<file path="src/rtl/fetch_pkg.sv">
// Shared definitions for the pipeline-front fetch controller and the fetch unit.
//   PCSEL_*        : next-PC source codes driven on pc_sel
//   md_state_e     : multiply/divide busy-timer FSM state encoding
//   cf_flags_t     : decode-stage control-flow flags
//   pc_sel_encode  : priority encoder from control-flow flags to pc_sel
package fetch_pkg;

  localparam int unsigned PCSEL_W = 4;

  localparam logic [PCSEL_W-1:0] PCSEL_SEQ = 4'd0;
  localparam logic [PCSEL_W-1:0] PCSEL_BR  = 4'd1;
  localparam logic [PCSEL_W-1:0] PCSEL_J   = 4'd2;
  localparam logic [PCSEL_W-1:0] PCSEL_JR  = 4'd3;

  typedef enum logic {
    IDLE = 1'b0,
    BUSY = 1'b1
  } md_state_e;

  typedef struct packed {
    logic is_jr;
    logic is_jump;
    logic is_branch;
  } cf_flags_t;

  // Register-indirect jumps win, then direct jumps, then branches.
  function automatic logic [PCSEL_W-1:0] pc_sel_encode(input cf_flags_t f);
    logic [PCSEL_W-1:0] sel;
    sel = PCSEL_SEQ;
    if (f.is_jr)          sel = PCSEL_JR;
    else if (f.is_jump)   sel = PCSEL_J;
    else if (f.is_branch) sel = PCSEL_BR;
    return sel;
  endfunction

endpackage

</file>
<file path="src/rtl/fetch_ctrl_md_busy_timer.sv">
// Multiply/divide busy timer.
//   clk, reset : clock, asynchronous active-low reset
//   start      : execute stage issues mult/div this cycle
//   is_div     : qualifies start (1 = div, 0 = mult)
//   busy       : high for exactly MULT_CYCLES/DIV_CYCLES cycles after start
module md_busy_timer
  import fetch_pkg::*;
#(
  parameter int unsigned MULT_CYCLES = 5,
  parameter int unsigned DIV_CYCLES  = 10,
  parameter int unsigned CNT_W       = 4
) (
  input  logic clk,
  input  logic reset,
  input  logic start,
  input  logic is_div,
  output logic busy
);

  md_state_e        state, state_nxt;
  logic [CNT_W-1:0] cnt, cnt_nxt;

  // State and counter register.
  always_ff @(posedge clk or negedge reset) begin
    if (!reset) begin
      state <= IDLE;
      cnt   <= '0;
    end else begin
      state <= state_nxt;
      cnt   <= cnt_nxt;
    end
  end

  // Next state: a start while already busy is ignored (no reload).
  always_comb begin
    state_nxt = state;
    cnt_nxt   = cnt;
    case (state)
      IDLE: begin
        if (start) begin
          state_nxt = BUSY;
          cnt_nxt   = is_div ? CNT_W'(DIV_CYCLES) : CNT_W'(MULT_CYCLES);
        end
      end
      BUSY: begin
        if (cnt == CNT_W'(1)) begin
          state_nxt = IDLE;
          cnt_nxt   = '0;
        end else begin
          cnt_nxt = cnt - CNT_W'(1);
        end
      end
    endcase
  end

  // Output decode straight from the state register.
  always_comb begin
    busy = (state == BUSY);
  end

endmodule

</file>
<file path="src/rtl/fetch_ctrl.sv">
// Pipeline-front stall and next-PC controller for the instruction-fetch unit.
//   clk, reset      : clock, asynchronous active-low reset
//   d_is_branch/jump/jr, d_uses_md : decode-stage instruction class flags
//   load_use_stall  : load-use hazard request
//   e_md_start, e_md_is_div : execute-stage mult/div issue
//   perf_clr        : synchronous clear of stall_count
//   pc_en, pc_sel, ifid_en, idex_flush : combinational front-end controls
//   md_busy         : multiply/divide unit busy
//   stall_count     : saturating count of stalled cycles
module fetch_ctrl
  import fetch_pkg::*;
#(
  parameter int unsigned MULT_CYCLES = 5,
  parameter int unsigned DIV_CYCLES  = 10,
  parameter int unsigned CNT_W       = 4,
  parameter int unsigned PERF_W      = 32
) (
  input  logic               clk,
  input  logic               reset,
  input  logic               d_is_branch,
  input  logic               d_is_jump,
  input  logic               d_is_jr,
  input  logic               d_uses_md,
  input  logic               load_use_stall,
  input  logic               e_md_start,
  input  logic               e_md_is_div,
  input  logic               perf_clr,
  output logic               pc_en,
  output logic [PCSEL_W-1:0] pc_sel,
  output logic               ifid_en,
  output logic               idex_flush,
  output logic               md_busy,
  output logic [PERF_W-1:0]  stall_count
);

  logic      stall;
  cf_flags_t flags;

  md_busy_timer #(
    .MULT_CYCLES (MULT_CYCLES),
    .DIV_CYCLES  (DIV_CYCLES),
    .CNT_W       (CNT_W)
  ) u_md_timer (
    .clk    (clk),
    .reset  (reset),
    .start  (e_md_start),
    .is_div (e_md_is_div),
    .busy   (md_busy)
  );

  // A md-dependent instruction must wait while the unit is busy or just starting.
  always_comb begin
    stall         = load_use_stall | (d_uses_md & (md_busy | e_md_start));
    flags         = '0;
    flags.is_jr     = d_is_jr;
    flags.is_jump   = d_is_jump;
    flags.is_branch = d_is_branch;
  end

  // Front-end controls; reset forces the stalled/bubble pattern.
  always_comb begin
    pc_en      = 1'b0;
    ifid_en    = 1'b0;
    idex_flush = 1'b1;
    pc_sel     = PCSEL_SEQ;
    if (reset && !stall) begin
      pc_en      = 1'b1;
      ifid_en    = 1'b1;
      idex_flush = 1'b0;
      pc_sel     = pc_sel_encode(flags);
    end
  end

  // Saturating stall counter; clear wins over increment.
  always_ff @(posedge clk or negedge reset) begin
    if (!reset) begin
      stall_count <= '0;
    end else if (perf_clr) begin
      stall_count <= '0;
    end else if (stall && (stall_count != '1)) begin
      stall_count <= stall_count + PERF_W'(1);
    end
  end

endmodule

</file>
<file path="config.mk">
export PLATFORM = sky130hd
export DESIGN_NAME = fetch_ctrl
export DESIGN_NICKNAME = d
export VERILOG_FILES = /design/src/rtl/fetch_pkg.sv /design/src/rtl/fetch_ctrl_md_busy_timer.sv /design/src/rtl/fetch_ctrl.sv
export SDC_FILE = /design/constraint.sdc
export NUM_CORES = 1
export LEC_CHECK = 0
export CAP_MARGIN = 5
export CORE_UTILIZATION = 35
export DETAILED_ROUTE_END_ITERATION = 6
export PLACE_DENSITY = 0.66
export SKIP_CTS_REPAIR_TIMING = 1
export SLEW_MARGIN = 20
export SYNTH_ARGS = -nofsm -noshare
export SYNTH_HDL_FRONTEND = slang
export SYNTH_HIERARCHICAL = 1
export SYNTH_SLANG_ARGS = --single-unit
</file>
<file path="constraint.sdc">
create_clock -name clk -period 1.9 [get_ports clk]
set_input_delay 0.57 -clock clk [delete_from_list [all_inputs] [get_ports clk]]
set_output_delay 0.57 -clock clk [all_outputs]
set_load 0.1 [all_outputs]
</file>
==> impl_metrics.yaml <==
route:
  initialDrtViolationCount: 152
  top_layer_used: "met4"
  vias_per_cell: 5.28
  drtPass1Iterations: 4
  ant_nets: 0
  drt-total-wl_mm: 5.74
  drc: 0
  routedWlPerCell_um: 14.3
  vias: 2111
  met3_wirelength_um: 261
  wl_met1_mm: 2.62
  wl_met2_mm: 2.78
status:
  status: "finished with violations"
  violations: "negative setup slack"
clock_tree:
  cts_made_buffers: 5
  clkTransAtPathRegs_ns: 0.08
  cts_tree: "yes"
  cts_max_level: 2
  insertion_delay_ns: 0.29
  cts_sinks: 37
  cts_root_buffer: "clkbuf_8"
  clockBufferDepth: 2
sta:
  rsz0062_at_grt: "yes"
  timing.hold.ws_ns: 0.435
  clock.fmax_mhz: 477
  post-route-min-period_ns: 2.10
  post-route-period-util_pct: 110
  fin_ws_ns: -0.195
  fin_worst_skew_ns: 0.00426
  hold_viol: 0
  final_max_slew_viol_count: 0
  finalSetupTns_ns: -0.824
  finalSetupViolCount: 5
global_route:
  grt_pass1_wl_mm: 9.63
  antenna_found_initial: 0
  grt_pass1_vias: 2020
  gr-total-overflow: 0
  grtUsageTotal_pct: 19.5
  grt_start_max_net_pins: 38
synth:
  synth_area_sq_um: 2120
  synth_cell_type_count: 40
  async_reset_ff_share_pct: 100
  syn_avg_cell_area_sq_um: 9.35
  ys_ff_latch: 37
  yosysWarnings: 6
  synth-edff-count: 0
  synth_flop_cell: "dfrtp_1"
  seq_area_frac_synth_pct: 43.6
  syn_inst: 227
power:
  pwr-share-seq_pct: 40.6
  p_comb_share_pct: 32.2
  switching_share_pct: 34.8
  switching_power_w: 0.000794
  power.density_nw_per_um2: 598
  p_int_w: 0.00148
  power.leakage_nw: 1.52
  clockPowerShare_pct: 27.2
  ir_drop_uv: 667
setup_path:
  path_max_fanout: 4
  path_class: "reg -> out"
  endpoint_kind: "output port"
  ff2ff_path_depth: 6
  start_kind: "flip-flop"
  crit_required_ns: 1.33
  critPathArrivalTime_ns: 1.53
layout:
  area_delta_synth_final_pct: 79.4
  antenna_cells: 0
  final_cells: 400
  nets: 337
  drive_above_1_share_pct: 49.5
  finalCoreUtilization_pct: 64.7
place:
  io_buffers: 47
  gp_congestion: 0.773
  pre_cts_slack_ns: -0.449
  dp_cells: 389
  place_hpwl_mm: 4.13
die:
  die-height_um: 79.9
  fp-row-count: 28
  die_w_um: 79.9
  dieArea_sq_um: 6380
  io_pins: 50
  start_util_pct: 36.1
  coreArea_sq_um: 5890
run:
  maxCapViolCount: 0
hold_path:
  worst_hold_path_type: "in -> async"
worst max-delay path: stages (launching register included):
cell and delay [ns]:
dfrtp_4 0.48, o21a_4 0.21, nor2_4 0.16, nand2_8 0.09, clkinvlp_4 0.12, buf_12 0.18
sequential cells by signal, indices dropped and copies added (netlist names):
| register | count |
|---|---|
| u_md_timer/cnt | 4 |
| u_md_timer/busy | 1 |
| stall_count | 32 |
worst paths after layout:
| path | slack, ns | to | start |
|---|---|---|---|
| setup / recovery | -0.20 | pc_en | u_md_timer/busy |
| hold / removal | 0.44 | stall_count[21] | reset |
| setup reg to reg | 0.08 | stall_count[19] | stall_count[3] |
| hold reg to reg | 0.57 | u_md_timer/cnt[3] | u_md_timer/cnt[3] |
| max in group asynchronous | 1.09 | stall_count[0] | reset |
| min in group clk | 0.57 | u_md_timer/cnt[3] | u_md_timer/cnt[3] |
routing by layer:
metal / up-vias / track usage, %
li1: 1023 / -
met1: 1029 / 26.1
met2: 52 / 30.8
met3: 7 / 4.46
met4: 0 / 6.96
met5: - / 0
synthesized netlist by cell type, types with 5 or more instances:
library cell	n	area, sq um
a21oi_1	16	80.1
and3_1	5	31.3
and4_1	7	61.3
clkbuf_1	6	22.5
dfrtp_1	37	926
inv_1	7	26.3
nand2_1	13	48.8
nand3_1	10	50.1
nor2_1	25	93.8
o2111ai_1	6	52.6
o21ai_0	11	55.1
or3_1	13	81.3
xnor2_1	10	87.6
xor2_1	8	70.1
through the flow:
stage	cell area, sq um	power (W)
global route	3810	0.00240
CTS	3750	0.00228
finish	3810	0.00228
floorplan	2420	0.00141
global placement	3650	0.00164
detailed placement	3650	0.00167
final cells by class:
class | count | area, sq um
inverters | 7 | 30.0
fillers | 462 | 2080
flip-flops and latches | 37 | 1040
well taps | 75 | 93.8
multi-input cells | 173 | 1260
clock buffers | 7 | 96.3
clock inverters | 1 | 5.00
repair buffers | 100 | 1280
cell usage in the layout (no fill, tap or decap), types with 4 or more instances in the layout:
master / n
a211oi_2: 4
o21ai_0: 4
and4_1: 5
and3_1: 5
o2111ai_1: 6
o21ai_1: 11
dfrtp_2: 4
nand3_1: 9
buf_4: 50
xor2_1: 8
a21oi_1: 15
dfrtp_1: 4
buf_12: 40
nand2_1: 12
or3_1: 12
nor2_1: 22
clkdlybuf4s50_1: 5
dfrtp_4: 29
nor4_2: 4
nand4_1: 4
inv_1: 6
clkbuf_8: 7
xnor2_1: 10
logic make-up (layout without fill, tap and decap cells):
family | Yosys count | count (layout) | synth area share [%]
flops | 37 | 37 | 43.6
xor+xnor | 18 | 18 | 7.42
mux | 2 | 2 | 0.943
fa+ha+maj | 3 | 3 | 1.77
other cells | 1 | 2 | 0.177
simple gates | 95 | 95 | 24.5
buf+inv | 18 | 115 | 4.42
compound gates | 53 | 53 | 17.2
power groups by stage:
| stage | registers, W | clock network (W) | logic (W) |
|---|---|---|---|
| floorplan | 0.00107 | 0 | 0.000340 |
| global placement | 0.000938 | 0 | 0.000702 |
| detailed placement | 0.000944 | 0 | 0.000724 |
| CTS | 0.000927 | 0.000628 | 0.000726 |
| global route | 0.000938 | 0.000666 | 0.000792 |
| finish | 0.000926 | 0.000619 | 0.000734 |
Note: power is estimated with default switching activity, not from simulation.
